===== src/rtl/wallace_pkg.sv =====
// Shared types, widths and carry-save helpers for the Wallace-tree MAC slice.
package wallace_pkg;

    localparam int OP_W   = 8;
    localparam int PROD_W = 16;

    typedef enum logic [1:0] {
        ACCUM = 2'd0,
        DRAIN = 2'd1,
        HOLD  = 2'd2
    } mac_state_t;

    function automatic logic [PROD_W-1:0] csa_sum(
        input logic [PROD_W-1:0] x,
        input logic [PROD_W-1:0] y,
        input logic [PROD_W-1:0] z
    );
        return x ^ y ^ z;
    endfunction

    // The carry that falls off the top is dropped; an 8x8 product always fits in 16 bits.
    function automatic logic [PROD_W-1:0] csa_carry(
        input logic [PROD_W-1:0] x,
        input logic [PROD_W-1:0] y,
        input logic [PROD_W-1:0] z
    );
        return ((x & y) | (x & z) | (y & z)) << 1;
    endfunction

endpackage


===== src/rtl/wallace_multiplier.sv =====
// Combinational unsigned 8x8 multiplier: partial products reduced by a
// four-level carry-save tree, then one carry-propagate add.
module wallace_multiplier
    import wallace_pkg::*;
(
    input  logic [OP_W-1:0]   a,
    input  logic [OP_W-1:0]   b,
    output logic [PROD_W-1:0] result
);

    logic [PROD_W-1:0] pp [OP_W];
    logic [PROD_W-1:0] s0, c0, s1, c1, s2, c2, s3, c3, s4, c4, s5, c5;

    // Shifted partial-product rows, one per multiplier bit.
    always_comb begin
        for (int i = 0; i < OP_W; i++) begin
            pp[i] = {8'h00, a & {OP_W{b[i]}}} << i;
        end
    end

    // Reduction: 8 rows -> 6 -> 4 -> 3 -> 2.
    assign s0 = csa_sum  (pp[0], pp[1], pp[2]);
    assign c0 = csa_carry(pp[0], pp[1], pp[2]);
    assign s1 = csa_sum  (pp[3], pp[4], pp[5]);
    assign c1 = csa_carry(pp[3], pp[4], pp[5]);
    assign s2 = csa_sum  (s0, c0, s1);
    assign c2 = csa_carry(s0, c0, s1);
    assign s3 = csa_sum  (c1, pp[6], pp[7]);
    assign c3 = csa_carry(c1, pp[6], pp[7]);
    assign s4 = csa_sum  (s2, c2, s3);
    assign c4 = csa_carry(s2, c2, s3);
    assign s5 = csa_sum  (s4, c4, c3);
    assign c5 = csa_carry(s4, c4, c3);

    assign result = s5 + c5;

endmodule


===== src/rtl/wallace_mac_accumulator.sv =====
// Streaming dot-product unit: accepts VEC_LEN operand pairs, accumulates their
// products and offers the wrapped sum plus a sticky carry-out flag downstream.
module wallace_mac_accumulator
    import wallace_pkg::*;
#(
    parameter int VEC_LEN = 4,
    parameter int ACC_W   = 18
) (
    input  logic             clk,
    input  logic             rst,
    input  logic             in_valid,
    output logic             in_ready,
    input  logic [OP_W-1:0]  a,
    input  logic [OP_W-1:0]  b,
    output logic             out_valid,
    input  logic             out_ready,
    output logic [ACC_W-1:0] out_sum,
    output logic             out_overflow
);

    localparam int COUNT_W = $clog2(VEC_LEN + 1);

    mac_state_t         state;
    logic [COUNT_W-1:0] count;
    logic [OP_W-1:0]    a_r;
    logic [OP_W-1:0]    b_r;
    logic               p_valid;
    logic [ACC_W-1:0]   acc;
    logic               ovf;
    logic [PROD_W-1:0]  prod;
    logic [ACC_W:0]     sum_ext;
    logic               accept;
    logic               last_pair;

    wallace_multiplier u_mult (
        .a      (a_r),
        .b      (b_r),
        .result (prod)
    );

    assign in_ready  = (state == ACCUM) && !rst;
    assign accept    = in_valid && in_ready;
    assign last_pair = (count == COUNT_W'(VEC_LEN - 1));
    assign sum_ext   = {1'b0, acc} + (ACC_W + 1)'(prod);

    // Operand capture, product accumulation, vector FSM and output registers.
    always_ff @(posedge clk) begin
        if (rst) begin
            state        <= ACCUM;
            count        <= '0;
            a_r          <= '0;
            b_r          <= '0;
            p_valid      <= 1'b0;
            acc          <= '0;
            ovf          <= 1'b0;
            out_valid    <= 1'b0;
            out_sum      <= '0;
            out_overflow <= 1'b0;
        end else begin
            if (accept) begin
                a_r   <= a;
                b_r   <= b;
                count <= count + COUNT_W'(1);
            end
            p_valid <= accept;
            if (p_valid) begin
                acc <= sum_ext[ACC_W-1:0];
                ovf <= ovf | sum_ext[ACC_W];
            end
            case (state)
                ACCUM: begin
                    if (accept && last_pair) begin
                        state <= DRAIN;
                    end
                end
                DRAIN: begin
                    // The final product lands in acc on this edge.
                    state <= HOLD;
                end
                HOLD: begin
                    if (!out_valid) begin
                        out_valid    <= 1'b1;
                        out_sum      <= acc;
                        out_overflow <= ovf;
                    end else if (out_ready) begin
                        out_valid <= 1'b0;
                        acc       <= '0;
                        ovf       <= 1'b0;
                        count     <= '0;
                        state     <= ACCUM;
                    end
                end
                default: begin
                    state <= ACCUM;
                end
            endcase
        end
    end

endmodule

===== config.mk =====
export PLATFORM = sky130hd
export DESIGN_NAME = wallace_mac_accumulator
export DESIGN_NICKNAME = d
export VERILOG_FILES = /design/src/rtl/wallace_pkg.sv /design/src/rtl/wallace_multiplier.sv /design/src/rtl/wallace_mac_accumulator.sv
export SDC_FILE = /design/constraint.sdc
export NUM_CORES = 1
export LEC_CHECK = 0
export BUFFER_PORTS_ARGS = -buffer_cell sky130_fd_sc_hd__buf_2
export CAP_MARGIN = 20
export CORE_ASPECT_RATIO = 2
export CORE_MARGIN = 4
export CORE_UTILIZATION = 32
export CTS_BUF_LIST = sky130_fd_sc_hd__clkbuf_8
export DETAILED_ROUTE_END_ITERATION = 10
export GPL_TIMING_DRIVEN = 0
export PLACE_DENSITY = 0.56
export REMOVE_ABC_BUFFERS = 1
export SETUP_SLACK_MARGIN = 0.05
export SLEW_MARGIN = 20
export SYNTH_ARGS = -nofsm -noshare
export SYNTH_HDL_FRONTEND = slang
export SYNTH_HIERARCHICAL = 1
export SYNTH_SLANG_ARGS = --single-unit

===== constraint.sdc =====
create_clock -name clk -period 6.46 [get_ports clk]
set_input_delay 0.323 -clock clk [delete_from_list [all_inputs] [get_ports clk]]
set_output_delay 0.323 -clock clk [all_outputs]
set_load 0.01 [all_outputs]

==> results.md, run 1 <==
* Status: finished, final reports clean
* Most frequent cell on the critical path: fa_1
* Post-route DRC at 0
* Global-route usage over all layers at 14.9%
* Synthesized area per cell at 8.44 um2
* TritonCTS Buffers at 9
* Worst-case clock skew at about 18 ps
* Starting Density at around a third
* CP Class: reg2reg
* Number of global-route vias before repair at 4240
* Max-Cap Viols at 0
* Synth Register Bits at 61
* Reg2reg setup slack at roughly 630 ps
* 1st-iter DRT viols at ~180
* Vias at between 4000 and 5000
* Area growth from synthesis to layout at 12.3%
* Port Buffer Count at 40
* Via/cell ratio at about 5.0
* HP Start: a[5]
* Clock Latency Late Sink at between 300 and 400 ps
* Die height at between 150 and 200 um
* Worst slew pin tran at 1040 ps
* Pin count of the biggest net entering global routing at 40
* Antenna diodes at 0
* Synth Cell Area at 4870 um2
* RSZ-0062 raised after global routing: false
* Clk pwr share at 43.7%
* Combinational power share at 8.3%
* Clock period minus worst slack at just under 6000 ps
* Post-Route WL at about 12000 um
* Worst reg2reg endpoint: acc[16]
* Hold buffer count at CTS at 0
* Setup TNS at 0 ps
* Worst Hold End: a_r[5]
* Clk slew on worst S/H paths at 70 ps
* Worst-path fanout max at 9
* Lkg Pwr at approximately 2.5 nW
* Psw at 217 uW
* Critical path's slowest cell: fa_1
* Worst stage delay on the critical path at about 590 ps
* Critical path, cell by cell: nand2_1, fa_1, fa_1, fa_1, fa_1, inv_1, ha_1, a21o_1, a2111oi_4, a21oi_2, xor2_1, ha_1, and3_1, nand4_1, a211oi_1, o31ai_1, xor2_1, nor2_1
* Final GP Congestion at 0.865
* Fin area at between 5000 and 6000 um2
* Yosys Warn Count at 6
* Final count of pins violating max slew at 0
* WL/cell at 14.4 um
* Final ANT Viol Nets at 0
* R2R Path Start: b_r[2]
* Post_cts resized at 0
* Core Rows at 63
* Post-synthesis sequential area ratio at 25.1%
* Core area at 14900 um2
* Net Sw Frac at between 20% and 30%
* Count of cell types in the netlist at 52
* Final hold vios at 0
* I/O pins at between 40 and 50
* Antenna violations before repair at 0
* F_max at ~170 MHz
* Internal power at 619 uW
* Die extent in x at 95.2 um
* Crit path DAT at a little over 6000 ps
* EDFF count, synth at 0
* Share of cells above drive strength 1 at between 10 and 15%
* Post-CTS Setup Bufs at 0
* NumNets Final at between 700 and 800
* Final Cycle Share at 90.3%
* Placed Area at 5250 um2
* Share of power burned in registers at approximately 48%
* FFs w/ async S/R, synth at 0%
* Drt pass-1 iters at 4
* Die area at 17400 um2
* Slew HR at 30.7%
* CTS Root Cell: clkbuf_8
* CTS Sinks at roughly 60
* Post-DP HPWL at 9280 um
* FF-to-FF path depth at 18
* CP Launch Type: flop
* Most common cell after layout, fill and taps aside: nand2_1
* Peak VDD IR at 0.0000809 V
* Dominant synthesized flop cell: dfxtp_1
* Origin of the worst setup path: b_r[2]
* Hold depth at 3
* H-tree depth at 3
* Final setup fails at 0
* Crit end category: flop
* Largest buffer count on any clock path at 2
* Worst EP required at 6680 ps
* CTS tree: yes
* Most frequent cells in the layout: nand2_1, dfxtp_1, a21oi_1
* GRT overflow at 0
* HP Class: in2reg
* Cells after synthesis at 577
* First-pass GRT wire length at 20200 um
* P per Cell Area at 153 nW/um2
-- cells in the mapped netlist, types with 5 or more instances --
cell	count	area, um2
a211oi_1	5	37.5
a21o_1	6	45.0
a21oi_1	52	260
a31oi_1	8	50.1
and2_1	44	275
and3_1	5	31.3
clkbuf_1	15	56.3
dfxtp_1	61	1220
fa_1	40	801
ha_1	43	538
inv_1	43	161
mux2i_1	11	110
nand2_1	110	413
nand3_1	11	55.1
nand4_1	6	37.5
nor2_1	30	113
nor2b_1	8	50.1
nor3_1	7	35.0
o21ai_0	7	35.0
xnor2_1	9	78.8
xor2_1	8	70.1
-- per-stage QoR --
stage               total power [mW]  utilization, %  hold WS, ps  std cells  setup WS, ps
global route                   0.879            36.7          179        809           344
floorplan                      0.448               -          392        557          1290
global placement               0.476            35.1          442        792           737
finish                         0.836            36.7          202        809           629
CTS                            0.851            36.7          174        809           670
detailed placement             0.480            35.3          444        793           681
-- cell families (layout without fill, tap and decap cells) --
logic type / Yosys count / after routing / share of synthesized area [%]
DFF: 61 / 61 / 25.1
muxes: 11 / 11 / 2.26
xor gates and xnor gates: 17 / 17 / 3.06
buffers and inverters: 63 / 100 / 4.93
and+or+nand+nor: 240 / 240 / 23.6
AOI/OAI and AO/OA: 102 / 102 / 13.6
adders and majority gates: 83 / 83 / 27.5
-- layout make-up --
type                            count  area, um2
Timing Repair Buffer               41        211
Clock inverter                      4       46.3
Multi-Input combinational cell    453       3420
Inverter                           43        161
Clock buffer                       12        165
Tap cell                          195        244
Sequential cell                    61       1220
Fill cell                        1560       9430
-- critical path: cells and delay by family, from the launching register on --
family,cells,cell delay (ps)
buf+inv,1,40
simple gates,4,610
xor+xnor,2,340
fa+ha+maj,6,2790
compound gates,5,1360
flops,1,540
-- layer usage --
metal  wire length [um]  GRT usage (%)  part of all wire, %
met5                  0              0                    0
met4                391           7.35                  3.4
met3                324           2.27                  2.8
met2               6810           29.0                   59
met1               4090           14.5                   35
-- how the worst max path moves through the flow --
stage,slack [ps],end,depth (start not counted)
global route,340,acc[16],19
floorplan,1290,ovf,19
CTS,670,acc[16],18
detailed placement,680,acc[16],18
finish,630,acc[16],18
global placement,740,acc[16],19
-- registers in the layout (all words and copies together), names as in the netlist --
register / flops
acc: 18
out_sum: 18
a_r: 8
b_r: 8
count: 3
state: 2
out_overflow: 1
out_valid: 1
ovf: 1
p_valid: 1
-- power by group through the flow --
| stage | Combinational, mW | Clock, mW | Sequential [mW] |
|---|---|---|---|
| after floorplan | 0.0465 | 0 | 0.402 |
| final | 0.0694 | 0.366 | 0.401 |
| after detailed placement | 0.0702 | 0 | 0.410 |
| after global routing | 0.0799 | 0.396 | 0.403 |
| after CTS | 0.0707 | 0.379 | 0.401 |
| after global placement | 0.0674 | 0 | 0.409 |
Note: power is estimated with default switching activity, not from simulation.
==> run 2, diff against run 1 <==
Settings changed: REMOVE_ABC_BUFFERS 1 to not set.
==> run 2 against run 1 <==
Net effect:
- final cell count up 2.3%
- via count grew 1.1%
- core utilization increased by 0.37 points
- non-clock buffer count increased by 19
- global-route usage up 1.0 points
- total power grew 1.5%
- largest power group unchanged
- highest routed layer unchanged
==> results.md, run 2 (synthesized netlist as in run 1, its figures left out) <==
* Origin of the worst setup path: b_r[5] (was b_r[2])
* TritonCTS Buffers at 9 (unchanged)
* Worst reg2reg endpoint: ovf (was acc[16])
* CTS Root Cell: clkbuf_8 (unchanged)
* P per Cell Area at 154 nW/um2 (was 153 nW/um2)
* Vias at 4081 (was 4035)
* Placed Area at 5310 um2 (was 5250 um2)
* Most common cell after layout, fill and taps aside: nand2_1 (unchanged)
* HP Start: a[7] (was a[5])
* Die area at 17400 um2 (unchanged)
* Worst-case clock skew at 10.1 ps (was 17.6 ps)
* Largest buffer count on any clock path at 2 (unchanged)
* Lkg Pwr at 2.49 nW (was 2.46 nW)
* F_max at 171 MHz (about the same)
* Die height at 182 um (unchanged)
* Final setup fails at 0 (unchanged)
* Port Buffer Count at 40 (unchanged)
* Fin area at 5520 um2 (was 5470 um2)
* Antenna diodes at 0 (unchanged)
* Final count of pins violating max slew at 0 (unchanged)
* Worst EP required at 6690 ps (was 6680 ps)
* Drt pass-1 iters at 4 (unchanged)
* Fin Hold WS at 188 ps (was 202 ps)
* CTS Sinks at 61 (unchanged)
* Status: finished, final reports clean (unchanged)
* Number of global-route vias before repair at 4404 (was 4240)
* Worst-path fanout max at 9 (unchanged)
* Peak VDD IR at 0.000111 V (was 0.0000809 V)
* Worst slew pin tran at 1040 ps (about the same)
* FF-to-FF path depth at 19 (was 18)
* Setup TNS at 0 ps (unchanged)
* Die extent in x at 95.2 um (unchanged)
* Hold depth at 3 (unchanged)
* Fill cells at 1537 (was 1560)
* First-pass GRT wire length at 21200 um (was 20200 um)
* Area growth from synthesis to layout at 13.4% (was 12.3%)
* Post-route DRC at 0 (unchanged)
* Syn Nets at a little under 700
* I/O pins at 41 (unchanged)
* Antenna violations before repair at 0 (unchanged)
* Core Rows at 63 (unchanged)
* Final Util at 37.1% (was 36.7%)
* Final hold vios at 0 (unchanged)
* NumNets Final at 731 (was 712)
* CTS tree: yes (unchanged)
* Core area at 14900 um2 (unchanged)
* Final GP Congestion at 0.854 (was 0.865)
* Slew HR at 30.6% (was 30.7%)
* HP Class: in2reg (unchanged)
* Worst Hold End: a_r[7] (was a_r[5])
* R2R Path Start: b_r[5] (was b_r[2])
* Post-Route WL at 12800 um (was 11600 um)
* Post_cts resized at 0 (unchanged)
* Starting Density at 32.7% (unchanged)
* RSZ-0062 raised after global routing: false (unchanged)
* Clk slew on worst S/H paths at 70 ps (about the same)
* Final ANT Viol Nets at 0 (unchanged)
* Clock Latency Late Sink at 360 ps (about the same)
* Final Cycle Share at 90.3% (about the same)
* Crit path DAT at 6060 ps (was 6050 ps)
* WL/cell at 15.5 um (was 14.4 um)
* H-tree depth at 3 (unchanged)
* 1st-iter DRT viols at 82 (was 182)
* GRT overflow at 0 (unchanged)
* Share of cells above drive strength 1 at 10.6% (was 11.2%)
* Most frequent cells in the layout: nand2_1, dfxtp_1, a21oi_1 (unchanged)
* CP Class: reg2reg (unchanged)
* Crit end category: flop (unchanged)
* Global-route usage over all layers at 16.0% (was 14.9%)
* Hold buffer count at CTS at 0 (unchanged)
* Max-Cap Viols at 0 (unchanged)
* Via/cell ratio at 4.93 (was 4.99)
* Clock period minus worst slack at 5830 ps (about the same)
* Post-DP HPWL at 10600 um (was 9280 um)
* Reg2reg setup slack at 630 ps (about the same)
* Pin count of the biggest net entering global routing at 11 (was 40)
* Biggest regs: acc (18), out_sum (18) (unchanged)
* Post-CTS Setup Bufs at 0 (unchanged)
* CP Launch Type: flop (unchanged)
==> run 2: cell types whose count changed in the layout (fill, tap and decap cells not counted), sizes merged <==
cell    before  now
clkbuf      12   24
buf         41   45
inv         44   46
bufinv       1    2
==> run 2: per-layer routing <==
| metal | routed length, um | up-vias | track usage, % |
|---|---|---|---|
| met1 | 4340 | 1944 | 14.5 |
| met5 | 0 | - | 0 |
| met2 | 7660 | 60 | 32.0 |
| met4 | 544 | 0 | 8.44 |
| li1 | - | 2043 | - |
| met3 | 254 | 34 | 2.23 |
==> run 2: per-stage QoR <==
| stage | setup slack (ps) | instances | power [mW] |
|---|---|---|---|
| 3_5_place_dp | 655 | 812 | 0.485 |
| 2_1_floorplan | 1250 | 577 | 0.453 |
| 6_report | 628 | 828 | 0.848 |
| 4_1_cts | 613 | 828 | 0.859 |
| 3_3_place_gp | 668 | 812 | 0.482 |
| 5_1_grt | 347 | 828 | 0.884 |
==> run 2: worst max-delay path, stage by stage (launching register included) <==
cell and delay [ps]:
dfxtp_1 420, and2_1 210, fa_1 540, inv_1 60, fa_1 500, fa_1 510
fa_1 540, inv_1 40, ha_1 320, a21o_1 240, a2111oi_4 390, xnor2_1 170
ha_1 240, clkbuf_1 210, a21oi_1 260, a2bb2oi_1 270, a21oi_1 140, or3_1 330
a41oi_1 220, nor2_1 60
==> run 2: final cells by class <==
type	instances	area [um2]	share of cell area (%)
inverter	43	161	2.92
multi-input combinational	453	3410	61.7
clock inverter	7	83.8	1.52
buffer	20	78.8	1.43
tap	195	244	4.42
timing repair buffer	40	200	3.63
clock buffer	9	124	2.24
sequential	61	1220	22.1
==> run 2: worst max-delay path by stage <==
stage	to	slack [ps]	depth (start not counted)
global route	ovf	350	19
global placement	ovf	670	19
CTS	ovf	610	19
finish	ovf	630	19
detailed placement	ovf	650	19
floorplan	ovf	1250	19
==> run 2: power breakdown <==
group          internal, mW  leakage, nW  switching, mW
Combinational        0.0280         1.88         0.0486
Sequential            0.384        0.494         0.0149
Clock                 0.212        0.113          0.161
==> run 3, diff against run 2 <==
Settings changed: ABC_AREA set to 1.
==> run 3 against run 2 <==
Net effect:
- die area up 9.1%
- critical path depth is 4 higher
- non-clock buffer count increased by 14
- maximum frequency increased by 7.5%
- global-route usage up 1.5 points
- area after synthesis grew 9.8%
==> results.md, run 3 <==
* Post-CTS Setup Bufs at 0 (unchanged)
* P per Cell Area at 148 nW/um2 (was 154 nW/um2)
* Number of global-route vias before repair at 5159 (was 4404)
* Final ANT Viol Nets at 0 (unchanged)
* Biggest regs: acc (18), out_sum (18) (unchanged)
* Area growth from synthesis to layout at 12.2% (was 13.4%)
* Antenna diodes at 0 (unchanged)
* Post-synthesis sequential area ratio at 22.9% (was 25.1%)
* R2R Path Start: b_r[5] (unchanged)
* Crit path DAT at 5680 ps (was 6060 ps)
* Crit end category: flop (unchanged)
* Slew HR at 55.7% (was 30.6%)
* Critical path's slowest cell: fa_1 (unchanged)
* GRT overflow at 0 (unchanged)
* Post-route DRC at 0 (unchanged)
* Worst-case clock skew at 16.9 ps (was 10.1 ps)
* Clock period minus worst slack at 5420 ps (was 5830 ps)
* Post_cts resized at 0 (unchanged)
* Hold buffer count at CTS at 0 (unchanged)
* Final setup fails at 0 (unchanged)
* Core area at 16400 um2 (was 14900 um2)
* NumNets Final at 934 (was 731)
* Syn Nets at 883 (was 680)
* Yosys Warn Count at 6 (unchanged)
* Count of cell types in the netlist at 36 (was 52)
* Final hold vios at 0 (unchanged)
* Worst stage delay on the critical path at 530 ps (was 540 ps)
* Global-route usage over all layers at 17.4% (was 16.0%)
* HP Start: b[3] (was a[7])
* Final count of pins violating max slew at 0 (unchanged)
* Synth area leader: dfxtp_1 (unchanged)
* Antenna violations before repair at 0 (unchanged)
* Peak VDD IR at 0.000115 V (was 0.000111 V)
* CP Buf/Inv Count at 3 (unchanged)
* CTS Root Cell: clkbuf_8 (unchanged)
* Yosys top cell area share at 22.9% (was 25.1%)
* Final GP Congestion at 0.901 (was 0.854)
* Top delay family on crit path: adder cells (unchanged)
* Setup TNS at 0 ps (unchanged)
* Dominant synthesized flop cell: dfxtp_1 (unchanged)
* Starting Density at 32.7% (about the same)
* Most frequent cells in the layout: nand2_1, inv_1, dfxtp_1 (was nand2_1, dfxtp_1, a21oi_1)
* RSZ-0062 raised after global routing: false (unchanged)
* Clk slew on worst S/H paths at 80 ps (was 70 ps)
* Largest buffer count on any clock path at 2 (unchanged)
* H-tree depth at 3 (unchanged)
* CP Class: reg2reg (unchanged)
* Count leader, synth: nand2_1 (unchanged)
* Pin count of the biggest net entering global routing at 13 (was 11)
* Synthesized area per cell at 6.85 um2 (was 8.44 um2)
* Port Buffer Count at 40 (unchanged)
* Worst slew pin tran at 665 ps (was 1040 ps)
* Die area at 19000 um2 (was 17400 um2)
* Core Rows at 66 (was 63)
* Post-DP HPWL at 13200 um (was 10600 um)
* Worst EP required at 6720 ps (was 6690 ps)
* Max-Cap Viols at 0 (unchanged)
* CP Launch Type: flop (unchanged)
* Reg2reg setup slack at 1040 ps (was 630 ps)
* Critical path, cell by cell: clkbuf_1, nand2_1, fa_1, fa_1, fa_1, inv_1, ha_1, ha_1, fa_1, nand2_1, nand3_1, nand3_1, nand2_1, nand2_1, nand2_1, ha_1, nand2_1, nor4_1, nand2_1, nand3_1, nand3_1, nand2_1, inv_1 (was and2_1, fa_1, inv_1, fa_1, fa_1, fa_1, inv_1, ha_1, a21o_1, a2111oi_4, xnor2_1, ha_1, clkbuf_1, a21oi_1, a2bb2oi_1, a21oi_1, or3_1, a41oi_1, nor2_1)
* Origin of the worst setup path: b_r[5] (unchanged)
* Share of cells above drive strength 1 at 11.2% (was 10.6%)
* Design Power at 888 uW (was 848 uW)
* HP Class: in2reg (unchanged)
* Lkg Pwr at 3.24 nW (was 2.49 nW)
* CTS tree: yes (unchanged)
* 1st-iter DRT viols at 154 (was 82)
* I/O pins at 41 (unchanged)
* Final Cycle Share at 84.0% (was 90.3%)
* Synth cell count leaders: nand2_1, inv_1, dfxtp_1 (was nand2_1, dfxtp_1, a21oi_1)
* Die height at 191 um (was 182 um)
* Die extent in x at 99.4 um (was 95.2 um)
* F_max at 184 MHz (was 171 MHz)
* Worst-path fanout max at 8 (was 9)
* First-pass GRT wire length at 25200 um (was 21200 um)
* Top post-synthesis cells by area: dfxtp_1, nand2_1, fa_1 (was dfxtp_1, fa_1, ha_1)
* Vias at 4972 (was 4081)
* Post-Route WL at 15700 um (was 12800 um)
* Via/cell ratio at 4.78 (was 4.93)
* Drt pass-1 iters at 4 (unchanged)
* EDFF count, synth at 0 (unchanged)
* Most frequent cell on the critical path: nand2_1 (was fa_1)
* Clock Latency Late Sink at 350 ps (was 360 ps)
* CTS Sinks at 61 (unchanged)
* WL/cell at 15.1 um (was 15.5 um)
* FFs w/ async S/R, synth at 0% (unchanged)
* Synth Cell Area at 5340 um2 (was 4870 um2)
* Status: finished, final reports clean (unchanged)
* TritonCTS Buffers at 9 (unchanged)
* Fin Hold WS at 219 ps (was 188 ps)
* Synth Register Bits at 61 (unchanged)
* Cells after synthesis at 780 (was 577)
* Most common cell after layout, fill and taps aside: nand2_1 (unchanged)
-- run 3: final timing paths --
path / cells after the start / endpoint
min reg2reg: 2 / count[1]
max reg2reg: 23 / acc[15]
max: 23 / acc[15]
min: 3 / b_r[3]
-- run 3: kinds of logic after synthesis --
kind of cell	share of synthesized area (%)
buffers and inverters	13.3
adders and majority gates	25.1
and+or+nand+nor	28.4
DFF	22.9
AOI/OAI and AO/OA	9.20
xor gates and xnor gates	1.15
-- run 3: layout make-up --
type	count	area, um2
sequential	61	1220
buffer	34	173
fill	1848	10400
clock inverter	7	75.1
multi-input combinational	541	3410
inverter	144	541
timing repair buffer	40	200
tap	204	255
clock buffer	9	124
-- run 3: where the power goes --
part           total, mW  switching (mW)  internal, mW
Clock              0.359           0.180         0.179
Combinational      0.124          0.0813        0.0430
Sequential         0.404          0.0144         0.389
Total              0.888           0.276         0.612
-- run 3: layer usage --
layer  part of all wire (%)  GRT usage (%)  routed length (um)
met2                     59           36.1                9330
met5                      0              0                   0
met1                     30           13.7                4630
met4                    8.9           13.9                1400
met3                    2.1           1.94                 330
-- run 3: worst reg2reg max path, cell delays in order, from the launching register on --
cell	delay [ps]
dfxtp_1	330
clkbuf_1	410
nand2_1	160
fa_1	530
fa_1	500
fa_1	490
inv_1	40
ha_1	270
ha_1	270
fa_1	480
nand2_1	100
nand3_1	90
nand3_1	130
nand2_1	70
nand2_1	60
nand2_1	80
ha_1	390
nand2_1	170
nor4_1	300
nand2_1	110
nand3_1	80
nand3_1	140
nand2_1	110
inv_1	40
-- run 3: through the flow --
stage	utilization (%)	setup WS, ps	instance area (um2)	cells
2_1_floorplan	-	1840	5340	780
3_3_place_gp	35.5	1070	5800	1024
3_5_place_dp	35.5	1030	5800	1024
4_1_cts	36.7	1010	6000	1040
5_1_grt	36.7	628	6000	1040
6_report	36.7	1040	6000	1040
